**src/rtl/matmul_apb_if.sv**
```systemverilog
// APB bus bundle between the stimulus master and the matrix-multiply
// accelerator front-end. Signal names keep the slave-side _i/_o view so that
// the slave module reads exactly like a flat-port APB slave.
interface matmul_apb_if #(
  parameter int BUS_WIDTH  = 32,
  parameter int ADDR_WIDTH = 16,
  parameter int MAX_DIM    = 4
);
  logic                  psel_i;
  logic                  penable_i;
  logic                  pwrite_i;
  logic [MAX_DIM-1:0]    pstrb_i;
  logic [ADDR_WIDTH-1:0] paddr_i;
  logic [BUS_WIDTH-1:0]  pwdata_i;
  logic [BUS_WIDTH-1:0]  prdata_o;
  logic                  pready_o;
  logic                  pslverr_o;

  modport master (
    output psel_i, penable_i, pwrite_i, pstrb_i, paddr_i, pwdata_i,
    input  prdata_o, pready_o, pslverr_o
  );

  modport slave (
    input  psel_i, penable_i, pwrite_i, pstrb_i, paddr_i, pwdata_i,
    output prdata_o, pready_o, pslverr_o
  );
endinterface

```
**src/rtl/matmul_apb_slave.sv**
```systemverilog
// APB slave front-end of the matrix-multiply accelerator.
// Holds the CONTROL register, the operand A/B line buffers and the FLAGS
// register, launches the engine with a one-cycle start pulse and returns
// scratch-pad (SP) lines with one wait state.
//
// The APB setup phase (psel high, penable low) is recognised directly from
// the bus; on the edge that ends it the response (pready/pslverr/read data)
// for the following access cycle is captured, so non-SP transfers complete
// with zero wait states and the response comes straight from registers.
//
// Optional build macro: MATMUL_APB_STRB_EN -- when defined, pstrb_i gates
// each DATA_WIDTH lane on CONTROL and OPERAND writes; when undefined every
// write updates all lanes.
module matmul_apb_slave #(
  parameter int DATA_WIDTH = 8,
  parameter int BUS_WIDTH  = 32,
  parameter int ADDR_WIDTH = 16,
  parameter int MAX_DIM    = BUS_WIDTH / DATA_WIDTH
) (
  input  logic                         clk_i,
  input  logic                         rst_i,
  matmul_apb_if.slave                  apb,
  input  logic                         busy_i,
  input  logic                         flags_we_i,
  input  logic [BUS_WIDTH-1:0]         flags_i,
  output logic [$clog2(MAX_DIM)-1:0]   sp_raddr_o,
  input  logic [BUS_WIDTH-1:0]         sp_rdata_i,
  output logic                         start_o,
  output logic [BUS_WIDTH-1:0]         ctrl_o,
  output logic [MAX_DIM*BUS_WIDTH-1:0] op_a_o,
  output logic [MAX_DIM*BUS_WIDTH-1:0] op_b_o,
  output logic                         busy_o
);

  localparam int LW = $clog2(MAX_DIM);

  localparam logic [4:0] WIN_CTRL  = 5'h00;
  localparam logic [4:0] WIN_OPA   = 5'h04;
  localparam logic [4:0] WIN_OPB   = 5'h08;
  localparam logic [4:0] WIN_FLAGS = 5'h0C;
  localparam logic [4:0] WIN_SP    = 5'h10;

  // Stored CONTROL bits: mode, write/read target, N-1, K-1, M-1.
  // Bit 0 (start) is never stored, so it always reads back as 0.
  localparam logic [BUS_WIDTH-1:0] CTRL_MASK = BUS_WIDTH'(32'h0000_3F3E);

  typedef enum logic [1:0] {
    ST_IDLE   = 2'd0,
    ST_ACCESS = 2'd1,
    ST_WAIT   = 2'd2
  } state_t;

  // Replace the lanes enabled in en_v with new_v, keep the others from old_v.
  function automatic logic [BUS_WIDTH-1:0] lane_merge(
    input logic [BUS_WIDTH-1:0] old_v,
    input logic [BUS_WIDTH-1:0] new_v,
    input logic [MAX_DIM-1:0]   en_v
  );
    logic [BUS_WIDTH-1:0] res_v;
    res_v = old_v;
    for (int i = 0; i < MAX_DIM; i++) begin
      if (en_v[i]) begin
        res_v[i*DATA_WIDTH +: DATA_WIDTH] = new_v[i*DATA_WIDTH +: DATA_WIDTH];
      end
    end
    return res_v;
  endfunction

  // Transfer FSM and captured response
  state_t                         state_q;
  logic [4:0]                     win_q;
  logic [LW-1:0]                  line_q;
  logic                           wr_q;
  logic                           err_q;
  logic                           sp_rd_q;
  logic [BUS_WIDTH-1:0]           rdata_q;
  logic [LW-1:0]                  sp_raddr_q;

  // Architectural state
  logic [BUS_WIDTH-1:0]               ctrl_q;
  logic [MAX_DIM-1:0][BUS_WIDTH-1:0]  op_a_q;
  logic [MAX_DIM-1:0][BUS_WIDTH-1:0]  op_b_q;
  logic [BUS_WIDTH-1:0]               flags_q;
  logic                               start_q;
  logic                               pend_q;

  // Decode
  logic [4:0]           win_s;
  logic [LW-1:0]        line_s;
  logic                 legal_s;
  logic                 err_s;
  logic [BUS_WIDTH-1:0] rd_raw_s;
  logic [BUS_WIDTH-1:0] rdata_s;
  logic                 setup_s;
  logic                 access_s;
  logic                 commit_s;
  logic [MAX_DIM-1:0]   lane_en_s;
  logic [BUS_WIDTH-1:0] ctrl_new_s;
  logic                 ctrl_start_s;
  logic [BUS_WIDTH-1:0] flags_clr_s;
  logic [BUS_WIDTH-1:0] flags_set_s;
  logic                 unused_s;

  assign win_s    = apb.paddr_i[4:0];
  assign line_s   = apb.paddr_i[5 +: LW];
  assign setup_s  = apb.psel_i && !apb.penable_i;
  assign access_s = (state_q == ST_ACCESS) && apb.psel_i && apb.penable_i;
  assign commit_s = access_s && wr_q && apb.pwrite_i && !err_q && !sp_rd_q;
  assign unused_s = ^{apb.paddr_i[ADDR_WIDTH-1:5+LW], apb.pstrb_i};

`ifdef MATMUL_APB_STRB_EN
  assign lane_en_s = apb.pstrb_i;
`else
  assign lane_en_s = {MAX_DIM{1'b1}};
`endif

  assign ctrl_new_s   = lane_merge(ctrl_q, apb.pwdata_i, lane_en_s) & CTRL_MASK;
  assign ctrl_start_s = lane_en_s[0] && apb.pwdata_i[0];
  assign flags_clr_s  = (commit_s && (win_q == WIN_FLAGS)) ? apb.pwdata_i : {BUS_WIDTH{1'b0}};
  assign flags_set_s  = flags_we_i ? flags_i : {BUS_WIDTH{1'b0}};

  assign busy_o     = busy_i || pend_q;
  assign start_o    = start_q;
  assign ctrl_o     = ctrl_q;
  assign op_a_o     = op_a_q;
  assign op_b_o     = op_b_q;
  assign sp_raddr_o = sp_raddr_q;

  // Window decode, error classification and read data for the upcoming access.
  always_comb begin
    legal_s  = 1'b1;
    rd_raw_s = {BUS_WIDTH{1'b0}};
    case (win_s)
      WIN_CTRL:  rd_raw_s = ctrl_q;
      WIN_OPA:   rd_raw_s = op_a_q[line_s];
      WIN_OPB:   rd_raw_s = op_b_q[line_s];
      WIN_FLAGS: rd_raw_s = flags_q;
      WIN_SP:    rd_raw_s = {BUS_WIDTH{1'b0}};
      default:   legal_s  = 1'b0;
    endcase
    err_s = !legal_s
         || ((win_s == WIN_SP) && apb.pwrite_i)
         || (apb.pwrite_i && busy_o &&
             ((win_s == WIN_CTRL) || (win_s == WIN_OPA) || (win_s == WIN_OPB)));
    if (err_s || apb.pwrite_i) begin
      rdata_s = {BUS_WIDTH{1'b0}};
    end else begin
      rdata_s = rd_raw_s;
    end
  end

  // APB response decoded from the FSM state; SP data is passed through in WAIT.
  always_comb begin
    apb.pready_o  = 1'b0;
    apb.pslverr_o = 1'b0;
    apb.prdata_o  = {BUS_WIDTH{1'b0}};
    case (state_q)
      ST_ACCESS: begin
        apb.pready_o  = !sp_rd_q;
        apb.pslverr_o = !sp_rd_q && err_q;
        apb.prdata_o  = rdata_q;
      end
      ST_WAIT: begin
        apb.pready_o  = 1'b1;
        apb.pslverr_o = 1'b0;
        apb.prdata_o  = sp_rdata_i;
      end
      default: begin
        apb.pready_o  = 1'b0;
        apb.pslverr_o = 1'b0;
        apb.prdata_o  = {BUS_WIDTH{1'b0}};
      end
    endcase
  end

  // Transfer FSM: capture the response at the end of each setup phase, go to
  // WAIT for SP reads, abort to IDLE whenever the access phase is not held.
  always_ff @(posedge clk_i or posedge rst_i) begin
    if (rst_i) begin
      state_q    <= ST_IDLE;
      win_q      <= 5'h00;
      line_q     <= {LW{1'b0}};
      wr_q       <= 1'b0;
      err_q      <= 1'b0;
      sp_rd_q    <= 1'b0;
      rdata_q    <= {BUS_WIDTH{1'b0}};
      sp_raddr_q <= {LW{1'b0}};
    end else begin
      case (state_q)
        ST_IDLE:   state_q <= setup_s ? ST_ACCESS : ST_IDLE;
        ST_ACCESS: begin
          if (setup_s) begin
            state_q <= ST_ACCESS;
          end else if (access_s && sp_rd_q) begin
            state_q <= ST_WAIT;
          end else begin
            state_q <= ST_IDLE;
          end
        end
        ST_WAIT:   state_q <= setup_s ? ST_ACCESS : ST_IDLE;
        default:   state_q <= ST_IDLE;
      endcase
      if (setup_s) begin
        win_q   <= win_s;
        line_q  <= line_s;
        wr_q    <= apb.pwrite_i;
        err_q   <= err_s;
        sp_rd_q <= (win_s == WIN_SP) && !apb.pwrite_i;
        rdata_q <= rdata_s;
        if (win_s == WIN_SP) begin
          sp_raddr_q <= line_s;
        end
      end
    end
  end

  // Register file updates, start pulse / pending-start tracking and flag OR/W1C.
  always_ff @(posedge clk_i or posedge rst_i) begin
    if (rst_i) begin
      ctrl_q  <= {BUS_WIDTH{1'b0}};
      op_a_q  <= {(MAX_DIM*BUS_WIDTH){1'b0}};
      op_b_q  <= {(MAX_DIM*BUS_WIDTH){1'b0}};
      flags_q <= {BUS_WIDTH{1'b0}};
      start_q <= 1'b0;
      pend_q  <= 1'b0;
    end else begin
      start_q <= commit_s && (win_q == WIN_CTRL) && ctrl_start_s;
      if (commit_s && (win_q == WIN_CTRL) && ctrl_start_s) begin
        pend_q <= 1'b1;
      end else if (busy_i) begin
        pend_q <= 1'b0;
      end
      if (commit_s) begin
        case (win_q)
          WIN_CTRL: ctrl_q <= ctrl_new_s;
          WIN_OPA:  op_a_q[line_q] <= lane_merge(op_a_q[line_q], apb.pwdata_i, lane_en_s);
          WIN_OPB:  op_b_q[line_q] <= lane_merge(op_b_q[line_q], apb.pwdata_i, lane_en_s);
          default:  ;
        endcase
      end
      // Engine set is ORed after the clear, so it wins on a per-bit collision.
      flags_q <= (flags_q & ~flags_clr_s) | flags_set_s;
    end
  end

endmodule

```
**src/flat_wrapper.sv**
```systemverilog
// flat-port wrapper written by rule: the top's interface ports become plain ports
module matmul_apb_slave_flat 
#(
  parameter int DATA_WIDTH = 8,
  parameter int BUS_WIDTH  = 32,
  parameter int ADDR_WIDTH = 16,
  parameter int MAX_DIM    = BUS_WIDTH / DATA_WIDTH
)
  (clk_i, rst_i, busy_i, flags_we_i, flags_i, sp_raddr_o, sp_rdata_i, start_o, ctrl_o, op_a_o, op_b_o, busy_o, apb_psel_i, apb_penable_i, apb_pwrite_i, apb_pstrb_i, apb_paddr_i, apb_pwdata_i, apb_prdata_o, apb_pready_o, apb_pslverr_o);
  matmul_apb_if #(.BUS_WIDTH(BUS_WIDTH), .ADDR_WIDTH(ADDR_WIDTH), .MAX_DIM(MAX_DIM)) apb_i ();
  input  logic clk_i;
  input  logic rst_i;
  input  logic busy_i;
  input  logic flags_we_i;
  input  logic [BUS_WIDTH-1:0] flags_i;
  output logic [$clog2(MAX_DIM)-1:0] sp_raddr_o;
  input  logic [BUS_WIDTH-1:0] sp_rdata_i;
  output logic start_o;
  output logic [BUS_WIDTH-1:0] ctrl_o;
  output logic [MAX_DIM*BUS_WIDTH-1:0] op_a_o;
  output logic [MAX_DIM*BUS_WIDTH-1:0] op_b_o;
  output logic busy_o;
  input wire logic [$bits(apb_i.psel_i)-1:0] apb_psel_i;
  input wire logic [$bits(apb_i.penable_i)-1:0] apb_penable_i;
  input wire logic [$bits(apb_i.pwrite_i)-1:0] apb_pwrite_i;
  input wire logic [$bits(apb_i.pstrb_i)-1:0] apb_pstrb_i;
  input wire logic [$bits(apb_i.paddr_i)-1:0] apb_paddr_i;
  input wire logic [$bits(apb_i.pwdata_i)-1:0] apb_pwdata_i;
  output wire logic [$bits(apb_i.prdata_o)-1:0] apb_prdata_o;
  output wire logic [$bits(apb_i.pready_o)-1:0] apb_pready_o;
  output wire logic [$bits(apb_i.pslverr_o)-1:0] apb_pslverr_o;
  assign apb_i.psel_i = apb_psel_i;
  assign apb_i.penable_i = apb_penable_i;
  assign apb_i.pwrite_i = apb_pwrite_i;
  assign apb_i.pstrb_i = apb_pstrb_i;
  assign apb_i.paddr_i = apb_paddr_i;
  assign apb_i.pwdata_i = apb_pwdata_i;
  assign apb_prdata_o = apb_i.prdata_o;
  assign apb_pready_o = apb_i.pready_o;
  assign apb_pslverr_o = apb_i.pslverr_o;
  matmul_apb_slave #(.DATA_WIDTH(DATA_WIDTH), .BUS_WIDTH(BUS_WIDTH), .ADDR_WIDTH(ADDR_WIDTH), .MAX_DIM(MAX_DIM)) u_core (.clk_i(clk_i), .rst_i(rst_i), .apb(apb_i), .busy_i(busy_i), .flags_we_i(flags_we_i), .flags_i(flags_i), .sp_raddr_o(sp_raddr_o), .sp_rdata_i(sp_rdata_i), .start_o(start_o), .ctrl_o(ctrl_o), .op_a_o(op_a_o), .op_b_o(op_b_o), .busy_o(busy_o));
endmodule
```
**config.mk**
```make
export PLATFORM = sky130hd
export DESIGN_NAME = matmul_apb_slave_flat
export DESIGN_NICKNAME = d
export VERILOG_FILES = /design/src/rtl/matmul_apb_if.sv /design/src/rtl/matmul_apb_slave.sv /design/src/flat_wrapper.sv
export SDC_FILE = /design/constraint.sdc
export NUM_CORES = 1
export LEC_CHECK = 0
export ABC_AREA = 1
export CORE_UTILIZATION = 35
export CTS_BUF_LIST = sky130_fd_sc_hd__clkbuf_8
export DETAILED_ROUTE_END_ITERATION = 10
export DONT_BUFFER_PORTS = 1
export PLACE_DENSITY = 0.5
export SLEW_MARGIN = 20
export SYNTH_ARGS = -nofsm -noshare
export SYNTH_HDL_FRONTEND = slang
export SYNTH_SLANG_ARGS = --single-unit
```
**constraint.sdc**
```tcl
create_clock -name clk_i -period 14.15 [get_ports clk_i]
set_clock_uncertainty 0.2 [all_clocks]
set_input_delay 0 -clock clk_i [delete_from_list [all_inputs] [get_ports clk_i]]
set_output_delay 0 -clock clk_i [all_outputs]
set_load 0.005 [all_outputs]
```
==> results of run 1 <==
worst max-delay path by stage:
stage                                           endpoint  cells after the start  slack (ns)
after floorplan            u_core.ctrl_o[10]$_DFFE_PP0P_                      1        4.33
after global placement     u_core.op_a_o[89]$_DFFE_PP0P_                      4       10.74
after detailed placement  u_core.op_a_o[121]$_DFFE_PP0P_                      4       10.72
after CTS                  u_core.op_b_o[33]$_DFFE_PP0P_                     11       10.24
after global routing       u_core.op_b_o[32]$_DFFE_PP0P_                     11        9.89
final                      u_core.op_b_o[33]$_DFFE_PP0P_                     11       10.21
cell type report:
cell class,instances,area (um2)
Sequential cell,347,8680
Clock buffer,87,1200
Inverter,155,592
Tap cell,672,841
Timing Repair Buffer,195,1950
Fill cell,5240,29200
Clock inverter,33,203
Antenna cell,10,25.0
Multi-Input combinational cell,1770,7600
power breakdown:
part | leakage, nW | internal [mW] | total, mW | switching (mW)
Sequential | 4.39 | 0.999 | 1.01 | 0.00710
Clock | 0.791 | 0.589 | 1.06 | 0.468
Combinational | 5.60 | 0.0536 | 0.205 | 0.152
Total | 10.8 | 1.64 | 2.27 | 0.627
synth_stat cells (2+ instances only):
library cell | count | area share (%)
a21oi_1 | 35 | 0.98
inv_2 | 5 | 0.11
clkbuf_1 | 108 | 2.3
o21ai_0 | 96 | 2.7
buf_6 | 18 | 1.1
o22ai_1 | 2 | 0.070
o21ai_1 | 64 | 1.8
nor3_1 | 5 | 0.14
nor2_1 | 11 | 0.23
nor2_2 | 6 | 0.21
nand2_1 | 1177 | 25
buf_2 | 42 | 1.2
inv_1 | 150 | 3.2
dfrtp_1 | 347 | 49
nor2_8 | 5 | 0.56
nand4_1 | 45 | 1.6
buf_1 | 13 | 0.27
nand3_1 | 293 | 8.2
buf_4 | 34 | 1.4
ha_1 | 4 | 0.28
per-stage QoR:
step | cells | utilization (%) | worst slack (ns) | hold WS (ns) | cell area, um2
detailed placement | 2968 | 35.6 | 10.72 | -0.186 | 17900
global placement | 2968 | 35.6 | 10.74 | -0.184 | 17900
finish | 3269 | 41.9 | 10.21 | 0.102 | 21100
floorplan | 2487 | - | 4.33 | -0.109 | 17900
CTS | 3259 | 41.9 | 10.24 | 0.0324 | 21100
global route | 3267 | 41.9 | 9.89 | 0.0834 | 21100
cell families (layout without fill, tap and decap cells):
| kind of cell | after synthesis | after routing | synth area share (%) |
|---|---|---|---|
| flip-flops | 347 | 347 | 48.6 |
| AO/OA/AOI/OAI | 198 | 198 | 5.57 |
| buffers and inverters | 370 | 470 | 9.54 |
| AND/OR/NAND/NOR | 1547 | 1547 | 36.0 |
| adder cells (fa/ha/maj) | 4 | 4 | 0.280 |
| other | 1 | 31 | 0.0210 |
worst reg2reg max path, cell delays in order, from the launching register on:
cell           delay, ns
dfrtp_1             0.40
inv_1               0.09
ha_1                0.17
nand3_2             0.07
dlygate4sd3_1       0.71
nor3_4              0.26
buf_4               0.49
buf_4               0.81
nand2_1             0.14
buf_4               0.31
nand2_1             0.12
nand2_1             0.06
routing by layer:
metal	vias to the layer above	share of wire [%]	wire length (um)
met4	8	3.1	2360
li1	7877	-	-
met5	-	0.071	54
met1	8376	43	32500
met3	143	9.2	7060
met2	748	45	34300
state kept, by name (all words and copies together), names as in the netlist, 5 cells and up:
register / flops
u_core.ctrl_o: 11
u_core.flags_q: 32
u_core.win_q: 5
u_core.op_b_o: 128
u_core.op_a_o: 128
u_core.rdata_q: 32
==> results.py, run 1 <==
metrics = {
    "synth": {
        "avgSynthCellArea_um2": 7.24,
        "syn-cell-area_um2": 17900,
        "synthFlopType": "dfrtp_1",
        "async_reset_ff_share_pct": 100,
        "synth-seq-cells": 347,
        "ys_types": 27,
        "synth_edf_count": 0,
        "yosys_warnings": 0,
        "yosysSeqAreaShare_pct": 48.6,
        "synthCells": 2467,
    },
    "setup_path": {
        "crit_type": "flop to flop",
        "crit_path_end_kind": "flop",
        "path_buf_inv": 5,
        "cp-startpoint": "u_core.state_q[1]$_DFF_PP0_",
        "crit_chain": "inv_1, ha_1, nand3_2, dlygate4sd3_1, nor3_4, buf_4, buf_4, nand2_1, buf_4, nand2_1, nand2_1",
        "arrival_ns": 4.25,
        "slowest_stage": "buf_4",
        "rr_worst_depth": 11,
        "worstReg2RegEnd": "u_core.op_b_o[33]$_DFFE_PP0P_",
        "startpoint_type": "flop",
        "r2r_start": "u_core.state_q[1]$_DFF_PP0_",
        "slowest_delay_ns": 0.76,
        "r2r_slack_ns": 10.21,
        "crit_required_ns": 14.46,
        "critical-path-top-delay-family": "buffers and inverters",
        "crit_path_max_fanout": 84,
    },
    "cts": {
        "cts_hold_buf": 171,
        "cts_buffers": 70,
        "h-tree-depth": 3,
        "cts_root_buf": "clkbuf_8",
        "post_cts_buffers": 0,
        "cts_tree": "done",
        "cts_sinks": 347,
        "cts_resized": 0,
        "ctsLongestPathBuffers": 3,
        "clkSlewWorstSetupHoldPaths_ns": 0.06,
        "clk_latency_ns": 0.64,
    },
    "floorplan": {
        "dieArea_um2": 52000,
        "die_x_um": 228,
        "coreArea_um2": 50300,
        "io_pins": 449,
        "start_util_pct": 35.5,
        "row_count": 82,
        "fp.dieH_um": 228,
    },
    "global_route": {
        "gr-usage-met2_pct": 44.1,
        "use_met3_pct": 9.50,
        "grt-busiest-layer": "met2",
        "grt_pass1_vias": 16576,
        "antenna_found_initial": 13,
        "grt_pass1_wl_um": 113000,
        "grtUsageMet1_pct": 39.0,
        "grt_max_degree": 130,
        "grt_usage_pct": 29.1,
        "globalRouteOverflowTotal": 0,
    },
    "timing": {
        "hold_viol_final": 0,
        "final.period_utilization_pct": 27.8,
        "grt_setup_unrepaired": "no",
        "setup_tns_ns": 0,
        "fmax_ghz": 0.254,
        "period_needed_ns": 3.94,
        "slew_headroom_pct": 26.8,
        "maxSlewViolCount": 0,
        "setup_violations": 0,
        "tightestPinTransition_ns": 1.10,
    },
    "power": {
        "powerDensity_nw_per_um2": 108,
        "vdd_drop_max_mv": 0.0582,
        "p_total_mw": 2.27,
        "p_leak_nw": 10.8,
    },
    "final_layout": {
        "layout.nets": 2666,
        "syn_to_final_growth_pct": 18.0,
        "final_cell_mix": "nand2_1, dfrtp_1, nand3_1",
        "layout_commonest_cell": "nand2_1",
        "drive_gt1_share_pct": 6.18,
    },
    "placed_design": {
        "dpl.hpwl_um": 49300,
        "place.gp.congestion": 0.900,
        "port_buffers": 0,
    },
    "hold_path": {
        "hold_class": "primary input to flop",
        "whs_path_depth": 3,
        "holdPathEnd": "u_core.op_a_o[121]$_DFFE_PP0P_",
        "hold_start": "apb_pwdata_i[25]",
    },
    "detailed_routing": {
        "wl_um": 76400,
        "route.vias.total": 17152,
        "drt.antenna.violating_nets": 0,
        "routedWlPerCell_um": 23.4,
        "drtIter0Drc": 1858,
        "drt-vias-per-instance": 5.25,
        "dr.pass1.iters": 5,
        "drc_errors": 0,
    },
    "run_status": {
        "run_status": "complete, no violations",
    },
    "job": {
        "drv_cap": 0,
    },
}
Note: power is estimated with default switching activity, not from simulation.
==> run 2, diff against run 1 <==
--- a/config.mk
+++ b/config.mk
@@ -10,7 +10,7 @@
 export CTS_BUF_LIST = sky130_fd_sc_hd__clkbuf_8
 export DETAILED_ROUTE_END_ITERATION = 10
 export DONT_BUFFER_PORTS = 1
-export PLACE_DENSITY = 0.5
+export PLACE_DENSITY = 0.52
 export SLEW_MARGIN = 20
 export SYNTH_ARGS = -nofsm -noshare
 export SYNTH_HDL_FRONTEND = slang
==> constraint.sdc (replaced) <==
create_clock -name clk_i -period 3.3 [get_ports clk_i]
set_clock_uncertainty 0.2 [all_clocks]
set_input_delay 0 -clock clk_i [delete_from_list [all_inputs] [get_ports clk_i]]
set_output_delay 0 -clock clk_i [all_outputs]
set_load 0.005 [all_outputs]
==> results.py, run 2 (same netlist as run 1, synthesis figures left out) <==
metrics = {
    "run_status": {
        "run_status": "complete, no violations",
    },
    "setup_path": {
        "crit_type": "primary input to flop",
        "crit_chain": "dlygate4sd3_1, buf_16, inv_2, buf_12, nand3_1, nand3_1, dlygate4sd3_1, nand3_1, dlygate4sd3_1, nand2_1, nand2_1",
        "crit_path_max_fanout": 65,
        "crit_path_end_kind": "flop",
        "slowest_stage": "inv_2",
        "arrival_ns": 3.52,
        "crit_required_ns": 3.62,
        "slowest_delay_ns": 0.70,
        "startpoint_type": "primary input",
    },
    "job": {
        "drv_cap": 0,
    },
    "final_layout": {
        "final_cell_mix": "nand2_1, dfrtp_1, nand3_1",
        "fill_cells": 5146,
        "syn_to_final_growth_pct": 19.6,
        "layout_commonest_cell": "nand2_1",
        "fin_area_um2": 21400,
        "layout.nets": 2694,
        "drive_gt1_share_pct": 6.54,
        "fin_cells": 3296,
    },
    "detailed_routing": {
        "routedWlPerCell_um": 23.3,
        "wl_um": 76900,
        "drtIter0Drc": 1587,
        "drc_errors": 0,
        "dr.pass1.iters": 5,
        "route.vias.total": 17393,
        "drt-vias-per-instance": 5.28,
        "drt.antenna.violating_nets": 0,
    },
    "timing": {
        "fmax_ghz": 0.313,
        "setup_violations": 0,
        "maxSlewViolCount": 0,
        "hold_viol_final": 0,
        "slew_headroom_pct": 35.0,
        "final.period_utilization_pct": 96.8,
        "tightestPinTransition_ns": 0.974,
        "grt_setup_unrepaired": "no",
        "period_needed_ns": 3.20,
    },
    "cts": {
        "clk_latency_ns": 0.65,
        "cts_sinks": 347,
        "h-tree-depth": 3,
        "cts_root_buf": "clkbuf_8",
        "clkSlewWorstSetupHoldPaths_ns": 0.05,
        "cts_tree": "done",
        "ctsLongestPathBuffers": 3,
        "cts_buffers": 68,
    },
    "power": {
        "p_seq_share_pct": 45.1,
        "powerDensity_nw_per_um2": 448,
        "p_total_mw": 9.57,
        "p_leak_nw": 10.9,
        "p_sw_mw": 2.68,
        "p_int_mw": 6.89,
        "p_comb_share_pct": 9.5,
        "power.share.clock_pct": 45.4,
        "switching_share_pct": 28.0,
        "vdd_drop_max_mv": 0.263,
    },
    "global_route": {
        "grt-busiest-layer": "met2",
        "grt_usage_pct": 29.3,
        "grt_max_degree": 125,
        "gr-usage-met2_pct": 44.9,
        "grt_pass1_vias": 16776,
        "globalRouteOverflowTotal": 0,
        "grtUsageMet1_pct": 39.3,
        "antenna_found_initial": 10,
        "grt_pass1_wl_um": 114000,
        "use_met3_pct": 8.85,
    },
    "hold_path": {
        "hold_class": "primary input to flop",
    },
    "floorplan": {
        "coreArea_um2": 50300,
        "die_x_um": 228,
        "dieArea_um2": 52000,
        "io_pins": 449,
        "row_count": 82,
        "fp.dieH_um": 228,
        "start_util_pct": 35.5,
    },
    "placed_design": {
        "place.gp.congestion": 0.864,
        "place_area_um2": 18100,
        "port_buffers": 0,
        "dpl.hpwl_um": 49900,
        "dp.cells": 2986,
    },
}
## run 2: routing by layer
| layer | share of wire [%] | vias up |
|---|---|---|
| met4 | 2.9 | 4 |
| li1 | - | 7930 |
| met5 | 0.040 | - |
| met3 | 10 | 135 |
| met1 | 43 | 8456 |
| met2 | 44 | 868 |
## run 2: path summary, 6_finish.rpt
| kind | startpoint | endpoint | slack (ns) | cells past startpoint |
|---|---|---|---|---|
| max in group asynchronous | rst_i | u_core.op_a_o[127]$_DFFE_PP0P_ | 2.27 | 3 |
| min | apb_paddr_i[5] | u_core.rdata_q[7]$_DFFE_PP0P_ | 0.04 | 7 |
| max | apb_paddr_i[6] | u_core.rdata_q[30]$_DFFE_PP0P_ | 0.10 | 11 |
| min in group asynchronous | rst_i | u_core.op_a_o[8]$_DFFE_PP0P_ | 0.08 | 3 |
| min reg2reg | u_core.flags_q[25]$_DFF_PP0_ | u_core.flags_q[25]$_DFF_PP0_ | 0.28 | 2 |
| max reg2reg | u_core.state_q[1]$_DFF_PP0_ | u_core.pend_q$_DFFE_PP0P_ | 0.30 | 8 |
## run 2: layout make-up
cell class	instances	area, um2	area share, %
Antenna cell	10	25.0	0.117
Clock buffer	87	1200	5.60
Clock inverter	30	135	0.632
Inverter	155	591	2.76
Multi-Input combinational cell	1770	7590	35.5
Sequential cell	347	8680	40.6
Tap cell	672	841	3.94
Timing Repair Buffer	225	2300	10.8
## run 2: metrics by stage
stage                     setup WS [ns]  TNS (ns)  util, %  hold slack, ns
after floorplan                   -1.54   -535.92        -          -0.109
after global placement            0.653         0     36.0         -0.0969
after detailed placement          0.562         0     36.0         -0.0977
after CTS                         0.148         0     42.4        0.000499
after global routing             0.0235         0     42.5          0.0570
final                             0.105         0     42.5          0.0409
## run 2: power groups by stage
stage | Clock [mW] | Sequential, mW | Combinational, mW
2_1_floorplan | 0 | 4.38 | 0.457
3_3_place_gp | 0 | 4.39 | 0.580
3_5_place_dp | 0 | 4.39 | 0.586
4_1_cts | 4.44 | 4.31 | 0.908
5_1_grt | 4.63 | 4.31 | 0.975
6_report | 4.35 | 4.31 | 0.910
## run 2: critical path, delay by kind of cell
family	cells	cell delay, ns
buf+inv	6	2.97
simple gates	5	0.47
## run 2: timing repair
action | in CTS | in global routing
resized for setup | 0 | 1
hold buffers | 183 | 0
endpoints found under the setup margin | 0 | 1
setup buffers | 0 | 0
hold endpoints to repair | 726 | 0
